$ cat src/rtl/ram_arbiter.sv
// Arbitrates one external RAM port between the buffered download write stream and the CPU.
// Fixed priority favours io writes; a burst counter bounds how long a pending CPU waits.
module ram_arbiter #(
   parameter int unsigned AW           = 25,
   parameter int unsigned DW           = 8,
   parameter int unsigned IO_BURST_MAX = 4
) (
   input  logic          i_clk,
   input  logic          i_reset,
   input  logic          i_io_wr,
   input  logic [AW-1:0] i_io_a,
   input  logic [DW-1:0] i_io_d,
   output logic          o_io_busy,
   output logic          o_io_overrun,
   input  logic          i_cpu_req,
   input  logic          i_cpu_we,
   input  logic [AW-1:0] i_cpu_a,
   input  logic [DW-1:0] i_cpu_d,
   output logic          o_cpu_ack,
   output logic [DW-1:0] o_cpu_q,
   output logic          o_mem_req,
   output logic          o_mem_we,
   output logic [AW-1:0] o_mem_a,
   output logic [DW-1:0] o_mem_d,
   input  logic          i_mem_ack,
   input  logic [DW-1:0] i_mem_q
);

   typedef enum logic [1:0] {StIdle, StIoAcc, StCpuAcc} state_t;

   localparam logic [3:0] BurstMax = 4'(IO_BURST_MAX);

   state_t        r_state, w_state_d;
   logic [AW-1:0] r_fifo_a [2];
   logic [DW-1:0] r_fifo_d [2];
   logic          r_wr_ptr, r_rd_ptr;
   logic [1:0]    r_count, w_count_d;
   logic [3:0]    r_burst, w_burst_d;
   logic          r_io_busy, r_io_overrun;
   logic          r_cpu_ack, w_cpu_ack_d;
   logic [DW-1:0] r_cpu_q, w_cpu_q_d;
   logic          r_mem_req, w_mem_req_d;
   logic          r_mem_we, w_mem_we_d;
   logic [AW-1:0] r_mem_a, w_mem_a_d;
   logic [DW-1:0] r_mem_d, w_mem_d_d;
   logic          w_push, w_pop, w_cpu_pending;

   // The head entry stays in the FIFO while its access is in flight.
   assign w_pop         = (r_state == StIoAcc) & i_mem_ack;
   assign w_push        = i_io_wr & ((r_count != 2'd2) | w_pop);
   assign w_count_d     = r_count + {1'b0, w_push} - {1'b0, w_pop};
   // Masking with cpu_ack stops a request the CPU has not yet withdrawn being served twice.
   assign w_cpu_pending = i_cpu_req & ~r_cpu_ack;

   always_comb begin
      w_state_d   = r_state;
      w_mem_req_d = r_mem_req;
      w_mem_we_d  = r_mem_we;
      w_mem_a_d   = r_mem_a;
      w_mem_d_d   = r_mem_d;
      w_burst_d   = r_burst;
      w_cpu_ack_d = 1'b0;
      w_cpu_q_d   = r_cpu_q;
      case (r_state)
         StIdle: begin
            if ((r_count != 2'd0) && (!w_cpu_pending || (r_burst < BurstMax))) begin
               w_state_d   = StIoAcc;
               w_mem_req_d = 1'b1;
               w_mem_we_d  = 1'b1;
               w_mem_a_d   = r_fifo_a[r_rd_ptr];
               w_mem_d_d   = r_fifo_d[r_rd_ptr];
               if (w_cpu_pending) begin
                  w_burst_d = (r_burst == 4'hF) ? r_burst : r_burst + 4'd1;
               end else begin
                  w_burst_d = 4'd0;
               end
            end else if (w_cpu_pending) begin
               w_state_d   = StCpuAcc;
               w_mem_req_d = 1'b1;
               w_mem_we_d  = i_cpu_we;
               w_mem_a_d   = i_cpu_a;
               w_mem_d_d   = i_cpu_d;
               w_burst_d   = 4'd0;
            end else begin
               w_mem_req_d = 1'b0;
            end
         end
         StIoAcc: begin
            if (i_mem_ack) begin
               w_mem_req_d = 1'b0;
               w_state_d   = StIdle;
            end
         end
         StCpuAcc: begin
            if (i_mem_ack) begin
               w_mem_req_d = 1'b0;
               w_state_d   = StIdle;
               w_cpu_ack_d = 1'b1;
               if (!r_mem_we) begin
                  w_cpu_q_d = i_mem_q;
               end
            end
         end
         default: begin
            w_state_d   = StIdle;
            w_mem_req_d = 1'b0;
         end
      endcase
   end

   always_ff @(posedge i_clk) begin
      if (i_reset) begin
         r_state      <= StIdle;
         r_wr_ptr     <= 1'b0;
         r_rd_ptr     <= 1'b0;
         r_count      <= 2'd0;
         r_burst      <= 4'd0;
         r_io_busy    <= 1'b0;
         r_io_overrun <= 1'b0;
         r_cpu_ack    <= 1'b0;
         r_cpu_q      <= '0;
         r_mem_req    <= 1'b0;
         r_mem_we     <= 1'b0;
         r_mem_a      <= '0;
         r_mem_d      <= '0;
      end else begin
         r_state   <= w_state_d;
         r_count   <= w_count_d;
         r_burst   <= w_burst_d;
         r_io_busy <= (w_count_d != 2'd0);
         r_cpu_ack <= w_cpu_ack_d;
         r_cpu_q   <= w_cpu_q_d;
         r_mem_req <= w_mem_req_d;
         r_mem_we  <= w_mem_we_d;
         r_mem_a   <= w_mem_a_d;
         r_mem_d   <= w_mem_d_d;
         if (w_push) begin
            r_wr_ptr <= ~r_wr_ptr;
         end
         if (w_pop) begin
            r_rd_ptr <= ~r_rd_ptr;
         end
         if (i_io_wr && !w_push) begin
            r_io_overrun <= 1'b1;
         end
      end
   end

   always_ff @(posedge i_clk) begin
      if (w_push) begin
         r_fifo_a[r_wr_ptr] <= i_io_a;
         r_fifo_d[r_wr_ptr] <= i_io_d;
      end
   end

   assign o_io_busy    = r_io_busy;
   assign o_io_overrun = r_io_overrun;
   assign o_cpu_ack    = r_cpu_ack;
   assign o_cpu_q      = r_cpu_q;
   assign o_mem_req    = r_mem_req;
   assign o_mem_we     = r_mem_we;
   assign o_mem_a      = r_mem_a;
   assign o_mem_d      = r_mem_d;

endmodule
$ cat config.mk
export PLATFORM = sky130hd
export DESIGN_NAME = ram_arbiter
export DESIGN_NICKNAME = d
export VERILOG_FILES = /design/src/rtl/ram_arbiter.sv
export SDC_FILE = /design/constraint.sdc
export NUM_CORES = 1
export LEC_CHECK = 0
export BUFFER_PORTS_ARGS = -buffer_cell sky130_fd_sc_hd__buf_4
export CORE_MARGIN = 8
export CORE_UTILIZATION = 56
export CTS_BUF_LIST = sky130_fd_sc_hd__clkbuf_16
export CTS_CLUSTER_DIAMETER = 200
export CTS_CLUSTER_SIZE = 24
export DETAILED_ROUTE_END_ITERATION = 10
export PLACE_DENSITY_LB_ADDON = 0.15
export SLEW_MARGIN = 20
export SYNTH_ARGS = -nofsm -noshare
export SYNTH_HDL_FRONTEND = slang
export SYNTH_SLANG_ARGS = --single-unit
export TNS_END_PERCENT = 20
$ cat constraint.sdc
create_clock -name i_clk -period 5.4 [get_ports i_clk]
set_clock_uncertainty 0.15 [all_clocks]
set_input_delay 1.08 -clock i_clk [delete_from_list [all_inputs] [get_ports i_clk]]
set_output_delay 1.08 -clock i_clk [all_outputs]
set_load 0.02 [all_outputs]
==> flow_metrics.py <==
metrics = {
    "yosys": {
        "synth_edf_count": 66,
        "synth-simple-area-share_pct": 4.57,
        "ys_async_sr_fraction_pct": 0,
        "ys_types": 35,
        "yosys_warnings": 0,
        "synth_common_cells": "66 x edfxtp_1, 57 x dfxtp_1, 42 x mux2i_1",
        "synthCells": 322,
        "synth_mux_area_share_pct": 16.4,
        "synth_compound_area_share_pct": 8.59,
        "synth_area_leaders": "edfxtp_1 41%, dfxtp_1 24%, mux2i_1 8.7%, mux2_2 7.7%, o2bb2ai_1 5.3%",
        "synth_xor_xnor_area_share_pct": 0.545,
        "synth_top_family_by_area": "multiplexers",
        "syn_nets": 408,
        "synth_top_area_share_pct": 41.1,
        "avgSynthCellArea_um2": 15.0,
        "yosysTopAreaCell": "edfxtp_1",
        "ys_seq_elements": 123,
        "yosysMostFrequentCell": "edfxtp_1",
        "synth_ff_type": "edfxtp_1",
        "yosysSeqAreaShare_pct": 64.8,
        "synthAdderAreaFrac_pct": 1.56,
        "synth_area_mm2": 0.00482,
    },
    "routing": {
        "firstDrtPassIters": 4,
        "drt_iter0_drc": 106,
        "wl_per_cell_um": 18.0,
        "drc": 0,
        "num_vias": 3004,
        "avgViaCountPerCell": 5.30,
        "drtAntennaViolNets": 0,
        "wl_mm": 10.2,
    },
    "cells_and_area": {
        "fin_cells": 567,
        "layout.nets": 533,
        "area_delta_synth_final_pct": 30.8,
        "n_antenna_cell": 0,
        "drive_above_1_share_pct": 44.2,
        "finish.instance_area_mm2": 0.00631,
    },
    "power": {
        "p_int_w": 0.00230,
        "ir_drop_v": 0.000322,
        "p_seq_share_pct": 39.3,
        "pwr-share-comb_pct": 31.2,
        "p_clk_share_pct": 29.4,
        "p_sw_w": 0.00110,
        "power_density_mw_per_mm2": 540,
        "p_leak_nw": 2.57,
        "netSwitchingFraction_pct": 32.4,
    },
    "critical_path": {
        "reg2reg_from": "r_state[1]$_SDFFE_PP0P_",
        "slowest_stage": "o21ai_2",
        "worst_ep_arrival_time_ps": 2950,
        "cp_max_fo": 4,
        "cp.required_ps": 5530,
        "max_stage_delay_ps": 340,
        "cp-startpoint": "i_mem_ack",
        "cp_cell_sequence": "buf_4 > and2_1 > o21ai_2 > ha_1 > inv_1 > ha_1 > xor2_1 > and2_1 > nor3_1 > or2_2",
        "reg2reg_depth": 11,
        "crit_buf_inv": 2,
        "rr_endpoint": "o_io_busy$_SDFF_PP0_",
        "cp-start-kind": "primary input",
        "crit_type": "in2reg",
        "end_kind": "register",
        "critPathTopFamily": "simple AND/OR/NAND/NOR gates",
        "rrSetupSlack_ps": 2760,
    },
    "placement": {
        "place.gp.congestion": 0.745,
        "placed_cells": 536,
        "placed_cell_area_mm2": 0.00577,
        "numPortBuffers": 125,
        "pre_cts_ws_ps": 2200,
        "hpwl_mm": 6.72,
    },
    "global_routing": {
        "grt_pass1_vias": 3318,
        "antenna_found_initial": 0,
        "gr-total-overflow": 0,
        "grt_pass1_wl_mm": 16.1,
        "grt_max_degree": 35,
        "grtUsageTotal_pct": 17.8,
    },
    "clock_tree": {
        "clkLatencyLatePin_ps": 390,
        "clockBufferDepth": 2,
        "cts_made_buffers": 17,
        "clock_sinks": 123,
        "path_clk_slew_ps": 50,
        "cts-htree-levels": 4,
        "cts_resized": 0,
        "clockRootBuffer": "clkbuf_16",
        "cts_tree": "yes",
        "cts_hold_buf": 0,
        "post_cts_buffers": 0,
    },
    "timing": {
        "tightest_slew_ps": 1020,
        "hold_violations": 0,
        "max-slew-margin-rel_pct": 31.5,
        "setup_viol": 0,
        "finalCritPeriodShare_pct": 52.2,
        "max_freq_mhz": 355,
        "setup_tns_ps": 0,
        "finalWorstSetupSlack_ps": 2580,
        "rsz0062_at_grt": "false",
        "fin_crit_ps": 2820,
        "drv_slew": 0,
    },
    "flow_run": {
        "maxCapViolCount": 0,
    },
    "hold_path": {
        "min_path_type": "reg2reg",
        "min_to": "o_mem_d[0]$_SDFFE_PP0P_",
        "min_path_cells": 1,
        "worstHoldStart": "o_mem_d[0]$_SDFFE_PP0P_",
    },
    "die": {
        "rows": 34,
        "fp.dieW_um": 109,
        "pin_count": 126,
        "dieArea_mm2": 0.0118,
        "start_util_pct": 56.4,
        "core_mm2": 0.00855,
        "chipHeight_um": 109,
    },
    "outcome": {
        "outcome": "completed",
    },
}
## final cells by class
class | count | area, µm²
clock buffer | 17 | 425
clock inverter | 14 | 109
fill | 572 | 2240
inverter | 5 | 18.8
multi-input combinational | 174 | 1550
sequential | 123 | 3120
tap | 108 | 135
timing repair buffer | 126 | 946
## metrics by stage
stage	power, W	util (%)	hold slack, ps
after floorplan	0.00209	-	281
after global placement	0.00240	67.5	296
after detailed placement	0.00243	67.5	298
after CTS	0.00344	73.7	315
after global routing	0.00357	73.7	329
final	0.00341	73.7	312
## layer usage
metal	GRT usage (%)	part of all wire [%]	up-vias
met3	6.74	6.8	10
met5	0	0	-
met2	30.1	51	95
met4	6.45	0.89	0
met1	20.3	41	1439
li1	-	-	1460
## worst reg2reg max path, stage by stage (launching register included)
cell	delay [ps]
dfxtp_1	350
inv_1	70
ha_1	180
and2_1	210
o21ai_2	350
ha_1	310
inv_1	70
ha_1	150
xor2_1	170
and2_1	160
nor3_1	60
or2_2	300
## state kept, by name (all words and copies together) (netlist names), named ones only
name          flops
o_cpu_ack         1
o_cpu_q           8
o_io_busy         1
o_io_overrun      1
o_mem_a          25
o_mem_d           8
o_mem_req         1
o_mem_we          1
r_burst           4
r_count           2
r_fifo_a         50
r_fifo_d         16
r_rd_ptr          1
r_state           2
r_wr_ptr          1
## power by group through the flow
stage	Sequential, W	Combinational [W]	Clock (W)
floorplan	0.00148	0.000614	0
global placement	0.00135	0.00106	0
detailed placement	0.00136	0.00108	0
CTS	0.00134	0.00108	0.00102
global route	0.00136	0.00114	0.00106
finish	0.00134	0.00106	0.00100
## cells by family after synthesis
kind of cell,Yosys count
adder cells (fa/ha/maj),6
AO/OA/AOI/OAI,46
AND/OR/NAND/NOR,44
multiplexers,75
flip-flops,123
XOR/XNOR,3
buffers and inverters,25
## layout by cell type, fill, tap and decap left out, types with 2 or more instances in the layout
master / instances
o2bb2ai_1: 29
nand2_1: 3
mux2i_1: 42
buf_4: 126
dfxtp_1: 56
clkinv_4: 2
or2_2: 2
nor3_1: 4
clkbuf_16: 17
xnor2_1: 2
clkinvlp_4: 4
a32oi_1: 2
mux2_2: 33
a21oi_1: 5
clkinv_2: 4
nor2_1: 20
ha_1: 6
edfxtp_1: 66
nor2b_1: 2
inv_1: 6
and2_1: 3
nor2_4: 3
o2bb2ai_2: 4
clkinv_1: 2
## worst max path at each step
stage                          endpoint  slack, ps  cells after the start
2_1_floorplan  r_fifo_a[0][0]$_DFFE_PP_       1940                      4
3_3_place_gp       o_io_busy$_SDFF_PP0_       2310                     10
3_5_place_dp       o_io_busy$_SDFF_PP0_       2200                     10
4_1_cts            o_io_busy$_SDFF_PP0_       2580                     10
5_1_grt            o_io_busy$_SDFF_PP0_       2470                     10
6_report           o_io_busy$_SDFF_PP0_       2580                     10
Note: power is estimated with default switching activity, not from simulation.
